===== src/rtl/melody_piezo_sequencer.sv =====
// Purpose : plays short fixed melodies (coin, purchase, error, change) on a piezo
//           as square-wave tones separated by silent gaps, selected by a request code.
// Timing  : melody starts one cycle after a valid request; each tone NOTE_MS ms, each gap GAP_MS ms.
// Ports   : clk, rst (async, active high), note_state[3:0] request code (0 = none),
//           note_played[2:0] completed tones, piezo square wave, busy (PLAY/GAP),
//           done one-cycle pulse at end of the last tone.
module melody_piezo_sequencer #(
   parameter int CLK_HZ  = 1_000_000,
   parameter int NOTE_MS = 150,
   parameter int GAP_MS  = 30
) (
   input  logic       clk,
   input  logic       rst,
   input  logic [3:0] note_state,
   output logic [2:0] note_played,
   output logic       piezo,
   output logic       busy,
   output logic       done
);

   localparam int MS_DIV = CLK_HZ / 1000;
   localparam int MS_W   = $clog2(MS_DIV + 1);

   // Half-period counts for the tone set; G4 is the lowest pitch and sizes the counter.
   localparam int HP_G4 = CLK_HZ / (2 * 392);
   localparam int HP_C5 = CLK_HZ / (2 * 523);
   localparam int HP_E5 = CLK_HZ / (2 * 659);
   localparam int HP_G5 = CLK_HZ / (2 * 784);
   localparam int HP_C6 = CLK_HZ / (2 * 1047);
   localparam int HP_W  = $clog2(HP_G4 + 1);

   typedef enum logic [1:0] {IDLE, PLAY, GAP, DONE} state_t;

   state_t            state, state_nxt;
   logic [3:0]        code;
   logic [1:0]        idx;
   logic [MS_W-1:0]   ms_cnt;
   logic [15:0]       ms_elapsed;
   logic [HP_W-1:0]   hp_cnt;
   logic [HP_W-1:0]   half;
   logic [2:0]        mel_len;
   logic              req_valid;
   logic              ms_tick;
   logic              last_note;
   logic              load;
   logic              tone_end;
   logic              gap_end;

   assign req_valid = (note_state >= 4'd1) && (note_state <= 4'd4);
   assign busy      = (state == PLAY) || (state == GAP);
   assign ms_tick   = busy && (ms_cnt == MS_W'(MS_DIV - 1));
   assign last_note = ({1'b0, idx} == (mel_len - 3'd1));

   // Melody table: length and half-period of the current note.
   always_comb begin
      mel_len = 3'd0;
      half    = HP_W'(HP_C5);
      case (code)
         4'd1: begin
            mel_len = 3'd2;
            half    = (idx == 2'd0) ? HP_W'(HP_C5) : HP_W'(HP_E5);
         end
         4'd2: begin
            mel_len = 3'd4;
            case (idx)
               2'd0:    half = HP_W'(HP_C5);
               2'd1:    half = HP_W'(HP_E5);
               2'd2:    half = HP_W'(HP_G5);
               default: half = HP_W'(HP_C6);
            endcase
         end
         4'd3: begin
            mel_len = 3'd2;
            half    = HP_W'(HP_G4);
         end
         4'd4: begin
            mel_len = 3'd4;
            case (idx)
               2'd0:    half = HP_W'(HP_C6);
               2'd1:    half = HP_W'(HP_G5);
               2'd2:    half = HP_W'(HP_E5);
               default: half = HP_W'(HP_C5);
            endcase
         end
         default: begin
            mel_len = 3'd0;
            half    = HP_W'(HP_C5);
         end
      endcase
   end

   always_ff @(posedge clk or posedge rst) begin
      if (rst) state <= IDLE;
      else     state <= state_nxt;
   end

   // Request changes take priority over tone timing while a melody is running.
   always_comb begin
      state_nxt = state;
      load      = 1'b0;
      tone_end  = 1'b0;
      gap_end   = 1'b0;
      case (state)
         IDLE: begin
            if (req_valid) begin
               load      = 1'b1;
               state_nxt = PLAY;
            end
         end
         PLAY: begin
            if (!req_valid) begin
               state_nxt = IDLE;
            end else if (note_state != code) begin
               load      = 1'b1;
               state_nxt = PLAY;
            end else if (ms_tick && (ms_elapsed == 16'(NOTE_MS - 1))) begin
               tone_end  = 1'b1;
               state_nxt = last_note ? DONE : GAP;
            end
         end
         GAP: begin
            if (!req_valid) begin
               state_nxt = IDLE;
            end else if (note_state != code) begin
               load      = 1'b1;
               state_nxt = PLAY;
            end else if (ms_tick && (ms_elapsed == 16'(GAP_MS - 1))) begin
               gap_end   = 1'b1;
               state_nxt = PLAY;
            end
         end
         DONE: begin
            if (note_state != code) state_nxt = IDLE;
         end
         default: state_nxt = IDLE;
      endcase
   end

   always_ff @(posedge clk or posedge rst) begin
      if (rst) begin
         code        <= 4'd0;
         idx         <= 2'd0;
         note_played <= 3'd0;
         done        <= 1'b0;
         ms_cnt      <= '0;
         ms_elapsed  <= 16'd0;
         hp_cnt      <= '0;
         piezo       <= 1'b0;
      end else begin
         done <= 1'b0;

         if (load) begin
            code        <= note_state;
            idx         <= 2'd0;
            note_played <= 3'd0;
         end

         if (tone_end) begin
            if (note_played < mel_len) note_played <= note_played + 3'd1;
            if (last_note) done <= 1'b1;
         end

         if (gap_end) idx <= idx + 2'd1;

         // ms timebase restarts on every entry to PLAY or GAP.
         if (load || tone_end || gap_end) begin
            ms_cnt     <= '0;
            ms_elapsed <= 16'd0;
         end else if (busy) begin
            if (ms_tick) begin
               ms_cnt     <= '0;
               ms_elapsed <= ms_elapsed + 16'd1;
            end else begin
               ms_cnt <= ms_cnt + MS_W'(1);
            end
         end

         // Tone generator runs only while staying in PLAY on the same note;
         // any entry, restart or exit starts it from a low level.
         if ((state == PLAY) && (state_nxt == PLAY) && !load) begin
            if (hp_cnt == half - HP_W'(1)) begin
               hp_cnt <= '0;
               piezo  <= ~piezo;
            end else begin
               hp_cnt <= hp_cnt + HP_W'(1);
            end
         end else begin
            hp_cnt <= '0;
            piezo  <= 1'b0;
         end
      end
   end

endmodule


===== config.mk =====
export PLATFORM = sky130hd
export DESIGN_NAME = melody_piezo_sequencer
export DESIGN_NICKNAME = d
export VERILOG_FILES = /design/src/rtl/melody_piezo_sequencer.sv
export SDC_FILE = /design/constraint.sdc
export NUM_CORES = 1
export LEC_CHECK = 0
export BUFFER_PORTS_ARGS = -buffer_cell sky130_fd_sc_hd__buf_2
export CORE_ASPECT_RATIO = 1.5
export CORE_UTILIZATION = 30
export DETAILED_ROUTE_END_ITERATION = 10
export SLEW_MARGIN = 20
export SYNTH_ARGS = -nofsm -noshare
export SYNTH_HDL_FRONTEND = slang
export SYNTH_SLANG_ARGS = --single-unit

===== constraint.sdc =====
create_clock -name clk -period 8.8 [get_ports clk]
set_input_delay 1.76 -clock clk [delete_from_list [all_inputs] [get_ports clk]]
set_output_delay 1.76 -clock clk [all_outputs]
set_load 0.01 [all_outputs]

==> results of run 1 <==
## final cells by class
| cell class | count | share of cell area (%) |
|---|---|---|
| clock buffers | 5 | 3.401 |
| well taps | 144 | 4.898 |
| clock inverters | 3 | 1.224 |
| repair buffers | 12 | 1.701 |
| multi-input cells | 303 | 53.40 |
| inverters | 13 | 1.361 |
| flip-flops and latches | 50 | 34.01 |
## stage by stage
| step | hold slack [ns] | std cells | util [%] | cell area, um2 |
|---|---|---|---|---|
| 2_1_floorplan | 0.4813 | 380 | - | 3337 |
| 3_3_place_gp | 0.5147 | 522 | 32.76 | 3507 |
| 6_report | 0.5353 | 530 | 34.36 | 3679 |
| 4_1_cts | 0.5334 | 530 | 34.35 | 3677 |
| 3_5_place_dp | 0.5209 | 522 | 32.76 | 3507 |
| 5_1_grt | 0.5478 | 530 | 34.36 | 3679 |
## worst paths after layout
kind,to,slack [ns]
max,hp_cnt[3],5.05
min in group asynchronous,ms_elapsed[12],1.62
max reg2reg,hp_cnt[3],5.24
max in group asynchronous,ms_cnt[9],6.66
min,ms_cnt[9],0.54
min reg2reg,ms_cnt[9],0.54
## cells in the mapped netlist (5+ instances only)
master / count / share of area [%]
nor2b_1: 10 / 1.9
nand4b_1: 5 / 1.3
clkbuf_1: 8 / 0.90
nand2b_1: 9 / 1.7
inv_1: 13 / 1.5
o21ai_0: 14 / 2.1
xor2_1: 16 / 4.2
dfrtp_1: 50 / 37
nand2_1: 39 / 4.4
nand4_1: 9 / 1.7
nand3b_1: 5 / 1.1
and3_1: 8 / 1.5
xnor2_1: 19 / 5.0
nor3_1: 9 / 1.3
nor2_1: 50 / 5.6
nand3_1: 14 / 2.1
ha_1: 18 / 6.7
a21oi_1: 11 / 1.6
## flip-flops by register name (all words and copies together), names as in the netlist
name         cells
piezo            1
note_played      3
done             1
ms_elapsed      16
ms_cnt          10
idx              2
state            2
hp_cnt          11
code             4
## layer usage
layer  routed length, um  GRT usage (%)  up-vias
met3                 111          1.759       10
met4                 131          5.556        0
li1                    -              -     1343
met1                3102          15.43     1337
met2                4105          25.15       30
met5                   0              0        -
## cell families after synthesis
logic type	after synthesis	share of synthesized area, %
adder cells (fa/ha/maj)	18	6.749
multiplexers	2	0.6374
AND/OR/NAND/NOR	190	30.30
XOR/XNOR	35	9.186
buffers and inverters	27	3.637
flip-flops	50	37.50
AO/OA/AOI/OAI	58	12.00
## worst register-to-register path: stages, from the launching register on
cell and delay (ns):
dfrtp_1 0.47, inv_1 0.10, ha_1 0.67, nand2_1 0.18
or4_1 0.65, nor3_1 0.32, a2111oi_0 0.15, o22ai_1 0.28
nand4_1 0.42, nor2b_1 0.24
## power breakdown
group / internal (uW) / total, uW / switching (uW)
registers: 248 / 292 / 44.8
clock network: 134 / 222 / 87.4
logic: 94.5 / 228 / 133
==> impl_metrics.env, run 1 <==
export IMPL_status="finished clean"
export IMPL_hold_violations=0
export IMPL_setup_viol=0
export IMPL_antenna_found_initial=0
export IMPL_grt_max_degree=51
export IMPL_timing_rr_start="state[0]"
export IMPL_diodes=0
export IMPL_cts_resized=0
export IMPL_synth_cells=380
export IMPL_cts_buffer_depth=2
export IMPL_finalClockSkew_ns=0.004218
export IMPL_grt_pass1_vias=2678
export IMPL_ys_seq_area_share_pct=37.50
export IMPL_start_util_pct=31.17
export IMPL_cts_setup_buffers=0
export IMPL_port_buffers=11
export IMPL_die_y_um=131.2
export IMPL_gp_congestion=0.8069
export IMPL_endpoint_kind="register"
export IMPL_final_cell_mix="50 x nor2_1, 50 x dfrtp_1, 39 x nand2_1, 19 x xnor2_1, 18 x ha_1"
export IMPL_clock_sink_count=50
export IMPL_power_total_uw=741.9
export IMPL_critPathLaunchType="primary input"
export IMPL_fin_setup_tns_ns=0
export IMPL_drc=0
export IMPL_synth_flop_cell="dfrtp_1"
export IMPL_yosysWarnings=0
export IMPL_crit_cells=8
export IMPL_min_from="ms_cnt[9]"
export IMPL_layout_drive_gt1_share_pct=8.808
export IMPL_die_w_um=88.11
export IMPL_vias=2720
export IMPL_coreArea_um2=10710
export IMPL_first_iter_violations=121
export IMPL_setup_ws_ns=5.049
export IMPL_ys_seq_elements=50
export IMPL_hpwlAfterDp_um=5395
export IMPL_p_leak_uw=0.001536
export IMPL_hold_depth=1
export IMPL_fillCellCount=1123
export IMPL_critPathMaxFanout=11
export IMPL_ios=12
export IMPL_worstPathArrival_ns=3.97
export IMPL_criticalPathCategory="primary input to register"
export IMPL_synth_fp_nets=404
export IMPL_maxCapViolations=0
export IMPL_root_buffer="clkbuf_16"
export IMPL_post_route_min_period_ns=3.751
export IMPL_ys_async_sr_fraction_pct=100.0
export IMPL_clk_latency_ns=0.29
export IMPL_dr_pass1_iters=4
export IMPL_postRouteAntennaNets=0
export IMPL_clk_pin_slew_worst_paths_ns=0.07
export IMPL_hold_path_class="register to register"
export IMPL_slew_viol_final=0
export IMPL_crit_path_top_delay_cell="nand4_1"
export IMPL_dp_slack_ns=4.692
export IMPL_nets=409
export IMPL_peakVddDrop_uv=85.52
export IMPL_routed_wl_um=7452
export IMPL_cts_tree="yes"
export IMPL_grt_overflow_total=0
export IMPL_rsz0062_at_grt="false"
export IMPL_htree_levels=2
export IMPL_synthesis_area_um2=3337
export IMPL_final_seq_area_um2=1251
export IMPL_power_density_nw_per_um2=201.7
export IMPL_cp_common_cell="nand4_1"
export IMPL_cp_top_family="simple AND/OR/NAND/NOR gates"
export IMPL_fmax_mhz=266.6
export IMPL_cts_buffers=5
export IMPL_multi_input_area_um2=1964
export IMPL_gr_usage_all_layers_pct=13.70
export IMPL_rr_worst_depth=9
export IMPL_max_slew_margin_pct=41.63
export IMPL_worstPathCellList="buf_2 > xnor2_1 > nand4_1 > a21oi_1 > or3_1 > and3_1 > nand4_1 > nor2b_1"
export IMPL_cp_startpoint="note_state[0]"
export IMPL_avgRoutedWirePerCell_um=14.06
export IMPL_slowest_delay_ns=0.40
export IMPL_syn_avg_cell_area_um2=8.781
export IMPL_viasPerCell=5.132
export IMPL_synthToLayoutAreaGrowth_pct=10.24
export IMPL_die_area_um2=11560
export IMPL_fp_row_count=46
export IMPL_grt_pass1_wl_um=12590
export IMPL_tightest_slew_ns=0.8746
export IMPL_path_buf_inv=1
export IMPL_fin_crit_sh_pct=42.62
export IMPL_synth_cell_types=61
export IMPL_synth_edff_count=0
export IMPL_cp_required_ns=9.02
export IMPL_holdBufCountCts=0
No activity file was read; power rests on OpenSTA's default activity.
==> inputs of run 2 (changes only) <==
==> constraint.sdc (replaced) <==
create_clock -name clk -period 3.34 [get_ports clk]
set_input_delay 0.668 -clock clk [delete_from_list [all_inputs] [get_ports clk]]
set_output_delay 0.668 -clock clk [all_outputs]
set_load 0.01 [all_outputs]
==> run 2 against run 1 <==
Net effect:
- clock skew up 0.0044 ns
- die area unchanged
- non-clock buffer count up 9
- clock power rose to 2.6 times the previous value
- global-route usage up 0.20 points
- highest routed layer unchanged
- critical path depth up 4
- largest cell class unchanged
- sequential cell count unchanged
- first-iteration DRC count down 5.8%
- critical path type is now register to register
- sequential share of layout area down 0.71 points
- final cell count up 1.7%
==> impl_metrics.env, run 2 (synthesis results as in run 1) <==
export IMPL_synthToLayoutAreaGrowth_pct=12.60
export IMPL_maxCapViolations=0
export IMPL_nets=418
export IMPL_largest_reg_flops=16
export IMPL_worstPathArrival_ns=3.33
export IMPL_fin_setup_tns_ns=0
export IMPL_power_density_nw_per_um2=539.9
export IMPL_die_w_um=88.11
export IMPL_criticalPathCategory="register to register"
export IMPL_clockPowerShare_pct=29.0
export IMPL_grt_pass1_wl_um=12700
export IMPL_start_util_pct=31.17
export IMPL_fp_row_count=46
export IMPL_die_area_um2=11560
export IMPL_post_route_min_period_ns=3.142
export IMPL_p_int_uw=1310
export IMPL_power_total_uw=2029
export IMPL_fin_area_um2=3757
export IMPL_timing_rr_start="idx[0]"
export IMPL_cts_tree="yes"
export IMPL_crit_path_top_delay_cell="dfrtp_1"
export IMPL_dp_slack_ns=0.2031
export IMPL_slowest_delay_ns=0.46
export IMPL_die_y_um=131.2
export IMPL_dr_pass1_iters=4
export IMPL_tightest_slew_ns=0.6311
export IMPL_cp_required_ns=3.53
export IMPL_port_buffers=11
export IMPL_clk_pin_slew_worst_paths_ns=0.07
export IMPL_avgRoutedWirePerCell_um=14.05
export IMPL_routed_wl_um=7573
export IMPL_rr_worst_depth=12
export IMPL_p_sw_share_pct=35.45
export IMPL_drc=0
export IMPL_holdBufCountCts=0
export IMPL_gp_congestion=0.8723
export IMPL_cp_top_family="compound AO/OA/AOI/OAI gates"
export IMPL_antenna_found_initial=0
export IMPL_p_switching_uw=719.1
export IMPL_final_cell_mix="50 x nor2_1, 50 x dfrtp_1, 39 x nand2_1, 19 x xnor2_1, 18 x ha_1"
export IMPL_viasPerCell=5.169
export IMPL_max_slew_margin_pct=57.87
export IMPL_vias=2786
export IMPL_regMostFlops="ms_elapsed"
export IMPL_grt_pass1_vias=2673
export IMPL_layout_drive_gt1_share_pct=10.89
export IMPL_pwr_share_seq_pct=37.2
export IMPL_finalClockSkew_ns=0.008606
export IMPL_htree_levels=2
export IMPL_p_leak_uw=0.001586
export IMPL_clock_sink_count=50
export IMPL_cts_buffer_depth=2
export IMPL_top_regs="ms_elapsed x16, hp_cnt x11, ms_cnt x10"
export IMPL_coreArea_um2=10710
export IMPL_clk_latency_ns=0.30
export IMPL_cts_resized=0
export IMPL_setup_ws_ns=0.1977
export IMPL_power_share_combinational_pct=33.9
export IMPL_fin_crit_sh_pct=94.08
export IMPL_root_buffer="clkbuf_16"
export IMPL_cts_buffers=5
export IMPL_diodes=0
export IMPL_endpoint_kind="register"
export IMPL_postRouteAntennaNets=0
export IMPL_hpwlAfterDp_um=5547
export IMPL_hold_path_class="primary input to async pin"
export IMPL_r2r_slack_ns=0.20
export IMPL_worstPathCellList="inv_1 > ha_1 > or2_2 > a2bb2oi_1 > or2_2 > ha_1 > xnor2_1 > a211o_1 > a221oi_1 > nand4b_1 > and2_1 > o2111a_1"
export IMPL_path_buf_inv=1
export IMPL_ios=12
export IMPL_first_iter_violations=114
export IMPL_critPathLaunchType="register"
export IMPL_hold_violations=0
export IMPL_critPathMaxFanout=8
export IMPL_peakVddDrop_uv=275.7
export IMPL_grt_overflow_total=0
export IMPL_gr_usage_all_layers_pct=13.89
export IMPL_status="finished clean"
export IMPL_grt_max_degree=30
export IMPL_fillCellCount=1144
export IMPL_slew_viol_final=0
export IMPL_timing_rr_end="piezo"
export IMPL_placed_area_um2=3567
export IMPL_setup_viol=0
export IMPL_fmax_mhz=318.2
-- run 2: cell types whose count changed in the layout (fill, tap and decap cells not counted), sizes merged --
cell,delta
buf,+9
clkinv,-1
inv,+1
-- run 2: how the worst max path moves through the flow --
| stage | startpoint | end | cells past startpoint |
|---|---|---|---|
| final | idx[0] | piezo | 12 |
| after detailed placement | idx[1] | hp_cnt[5] | 12 |
| after CTS | idx[1] | hp_cnt[10] | 12 |
| after global placement | idx[1] | hp_cnt[7] | 12 |
| after global routing | idx[0] | piezo | 12 |
| after floorplan | code[1] | piezo | 11 |
-- run 2: timing repair --
| item | CTS | global route |
|---|---|---|
| endpoints found under the hold margin | 0 | 0 |
| endpoints found under the setup margin | 0 | 11 |
| setup buffers | 0 | 1 |
-- run 2: per-layer routing --
| metal | vias to the layer above | wire [um] | global-route usage [%] |
|---|---|---|---|
| li1 | 1364 | - | - |
| met1 | 1369 | 3121 | 15.63 |
| met2 | 38 | 4121 | 25.02 |
| met3 | 15 | 117 | 2.073 |
| met4 | 0 | 213 | 6.272 |
| met5 | - | 0 | 0 |
-- run 2: worst register-to-register path, delay by kind of cell (launching register included) --
family	cells	cell delay (ns)
xor+xnor	1	0.09
fa+ha+maj	2	0.46
buf+inv	1	0.12
simple gates	4	0.87
flops	1	0.46
compound gates	4	1.04
-- run 2: power by group through the flow --
stage	logic (uW)	registers, uW	clock network, uW
5_1_grt	766	766	620
3_3_place_gp	653	762	0
2_1_floorplan	538	714	0
4_1_cts	664	753	601
3_5_place_dp	662	764	0
6_report	688	754	587
-- run 2: through the flow --
stage | cells | utilization [%] | hold slack (ns)
floorplan | 380 | - | 0.4813
global placement | 530 | 33.32 | 0.5097
detailed placement | 530 | 33.32 | 0.5210
CTS | 538 | 34.91 | 0.4730
global route | 539 | 35.10 | 0.5118
finish | 539 | 35.10 | 0.4448
-- run 2: area by class of cell --
class	count	area, um2	area share, %
inverters	13	48.80	1.299
clock buffers	5	125.1	3.330
well taps	144	180.2	4.795
clock inverters	3	45.04	1.199
repair buffers	21	142.6	3.796
flip-flops and latches	50	1251	33.30
multi-input cells	303	1964	52.28
==> inputs of run 3 (changes only) <==
--- a/config.mk
+++ b/config.mk
@@ -7,6 +7,7 @@
 export LEC_CHECK = 0
 export BUFFER_PORTS_ARGS = -buffer_cell sky130_fd_sc_hd__buf_2
 export CORE_ASPECT_RATIO = 1.5
+export CORE_MARGIN = 8
 export CORE_UTILIZATION = 30
 export DETAILED_ROUTE_END_ITERATION = 10
 export SLEW_MARGIN = 20
==> constraint.sdc (replaced) <==
create_clock -name clk -period 3 [get_ports clk]
set_input_delay 0.6 -clock clk [delete_from_list [all_inputs] [get_ports clk]]
set_output_delay 0.6 -clock clk [all_outputs]
set_load 0.01 [all_outputs]
==> run 3 against run 2 <==
Net effect:
- critical path depth unchanged
- first-iteration DRC count is the same
- clock skew up 0.0014 ns
- final cell count grew 2.2%
- non-clock buffer count increased by 9
- clock power increased by 9.7%
- sequential share of layout area fell by 0.68 points
- combinational power grew 23%
- sequential power increased by 6.6%
- sequential cell count unchanged
- setup slack got worse by 0.014 ns
==> impl_metrics.env, run 3 (synthesis results as in run 1) <==
export IMPL_status="finished clean"
export IMPL_grt_max_degree=51
export IMPL_viasPerCell=5.018
export IMPL_clk_latency_ns=0.30
export IMPL_start_util_pct=30.51
export IMPL_regMostFlops="ms_elapsed"
export IMPL_cts_buffers=5
export IMPL_power_density_nw_per_um2=597.7
export IMPL_gr_usage_all_layers_pct=10.70
export IMPL_postRouteAntennaNets=0
export IMPL_critPathMaxFanout=5
export IMPL_largest_reg_flops=16
export IMPL_rsz0062_at_grt="false"
export IMPL_post_route_min_period_ns=2.816
export IMPL_drc=0
export IMPL_top_regs="ms_elapsed x16, hp_cnt x11, ms_cnt x10"
export IMPL_grt_overflow_total=0
export IMPL_grt_pass1_wl_um=12830
export IMPL_vias=2765
export IMPL_worstPathArrival_ns=3.00
export IMPL_finalClockSkew_ns=0.01002
export IMPL_avgRoutedWirePerCell_um=13.79
export IMPL_tightest_slew_ns=0.6609
export IMPL_r2r_slack_ns=0.18
export IMPL_htree_levels=2
export IMPL_cts_tree="yes"
export IMPL_antenna_found_initial=0
export IMPL_root_buffer="clkbuf_16"
export IMPL_hold_path_class="primary input to async pin"
export IMPL_die_area_um2=14820
export IMPL_rr_worst_depth=12
export IMPL_port_buffers=11
export IMPL_endpoint_kind="register"
export IMPL_power_total_uw=2295
export IMPL_slew_viol_final=0
export IMPL_grt_pass1_vias=2796
export IMPL_p_leak_uw=0.001637
export IMPL_layout_drive_gt1_share_pct=13.86
export IMPL_coreArea_um2=10940
export IMPL_gp_congestion=0.8569
export IMPL_timing_rr_end="piezo"
export IMPL_critPathLaunchType="register"
export IMPL_fin_crit_sh_pct=93.86
export IMPL_final_cell_mix="50 x nor2_1, 49 x dfrtp_1, 39 x nand2_1, 19 x xnor2_1"
export IMPL_max_slew_margin_pct=55.94
export IMPL_peakVddDrop_uv=221.9
export IMPL_fillCellCount=1170
export IMPL_cts_buffer_depth=2
export IMPL_ios=12
export IMPL_routed_wl_um=7600
export IMPL_die_w_um=102.1
export IMPL_cp_required_ns=3.18
export IMPL_nets=427
export IMPL_fin_setup_tns_ns=0
export IMPL_hpwlAfterDp_um=5666
export IMPL_dr_pass1_iters=4
export IMPL_clk_pin_slew_worst_paths_ns=0.07
export IMPL_diodes=0
export IMPL_setup_viol=0
export IMPL_layout_commonest_cell="nor2_1"
export IMPL_timing_rr_start="idx[1]"
export IMPL_holdBufCountCts=0
export IMPL_criticalPathCategory="register to register"
export IMPL_die_y_um=145.2
export IMPL_hold_violations=0
export IMPL_fp_row_count=47
export IMPL_maxCapViolations=0
export IMPL_clock_sink_count=50
export IMPL_fmax_mhz=355.1
export IMPL_first_iter_violations=114
export IMPL_synthToLayoutAreaGrowth_pct=15.07
-- run 3: changes by cell type in the layout (fill, tap and decap cells not counted), moves of 2 or more --
| cell | change |
|---|---|
| inv_2 | +2 |
| clkinvlp_4 | -2 |
| inv_1 | -2 |
| buf_4 | +9 |
| clkbuf_1 | +2 |
-- run 3: worst max-delay path, cell delays in order, from the launching register on --
cell	delay, ns
dfrtp_1	0.41
inv_2	0.08
ha_1	0.20
or2_2	0.31
a2bb2oi_2	0.18
or2_2	0.13
ha_1	0.15
xnor2_1	0.09
a211o_1	0.29
a221oi_2	0.24
nand4b_1	0.18
and2_1	0.21
o2111a_1	0.23
-- run 3: worst max path at each step --
stage          startpoint    endpoint  slack (ns)  depth (start not counted)
5_1_grt            idx[0]       piezo      0.0003                         12
3_5_place_dp       idx[0]  hp_cnt[10]       -0.03                         12
4_1_cts            idx[0]       piezo       0.009                         12
6_report           idx[1]       piezo        0.18                         12
3_3_place_gp       idx[0]   hp_cnt[7]        0.11                         12
2_1_floorplan     code[1]       piezo        0.12                         11
-- run 3: cell type report --
class                      instances  area [um2]  area share (%)
multi-input combinational        303        1982           51.61
sequential                        50        1252           32.62
clock inverter                     1       30.03          0.7820
inverter                          13       48.80           1.271
clock buffer                       7       132.6           3.454
tap                              147       183.9           4.790
timing repair buffer              30       210.2           5.474
-- run 3: through the flow --
| stage | setup WS (ns) | instances | utilization, % | hold WS [ns] | instance area, um2 |
|---|---|---|---|---|---|
| 4_1_cts | 0.009264 | 550 | 34.87 | 0.5140 | 3814 |
| 2_1_floorplan | 0.1199 | 380 | - | 0.4813 | 3337 |
| 3_3_place_gp | 0.1085 | 541 | 33.20 | 0.5201 | 3631 |
| 6_report | 0.1842 | 551 | 35.11 | 0.4673 | 3840 |
| 5_1_grt | 0.0002676 | 551 | 35.11 | 0.5516 | 3840 |
| 3_5_place_dp | -0.03022 | 541 | 33.20 | 0.5246 | 3631 |
-- run 3: power breakdown --
group          total [uW]  switching, uW  internal, uW
Clock                 644            250           395
Combinational         847            482           365
Sequential            804           76.2           728
-- run 3: layer usage --
layer	vias to the layer above	routed length (um)	global-route usage, %	share of wire [%]
met3	16	207	1.964	2.7
met1	1332	3080	11.15	41
met4	0	226	5.609	3.0
li1	1380	-	-	-
met5	-	0	0	0
met2	37	4086	19.35	54
-- run 3: timing repair --
action,in CTS,in global routing
setup buffers,1,1
setup endpoints to repair,11,12
pin swaps,1,1
endpoints found under the hold margin,0,0
resized for setup,0,7
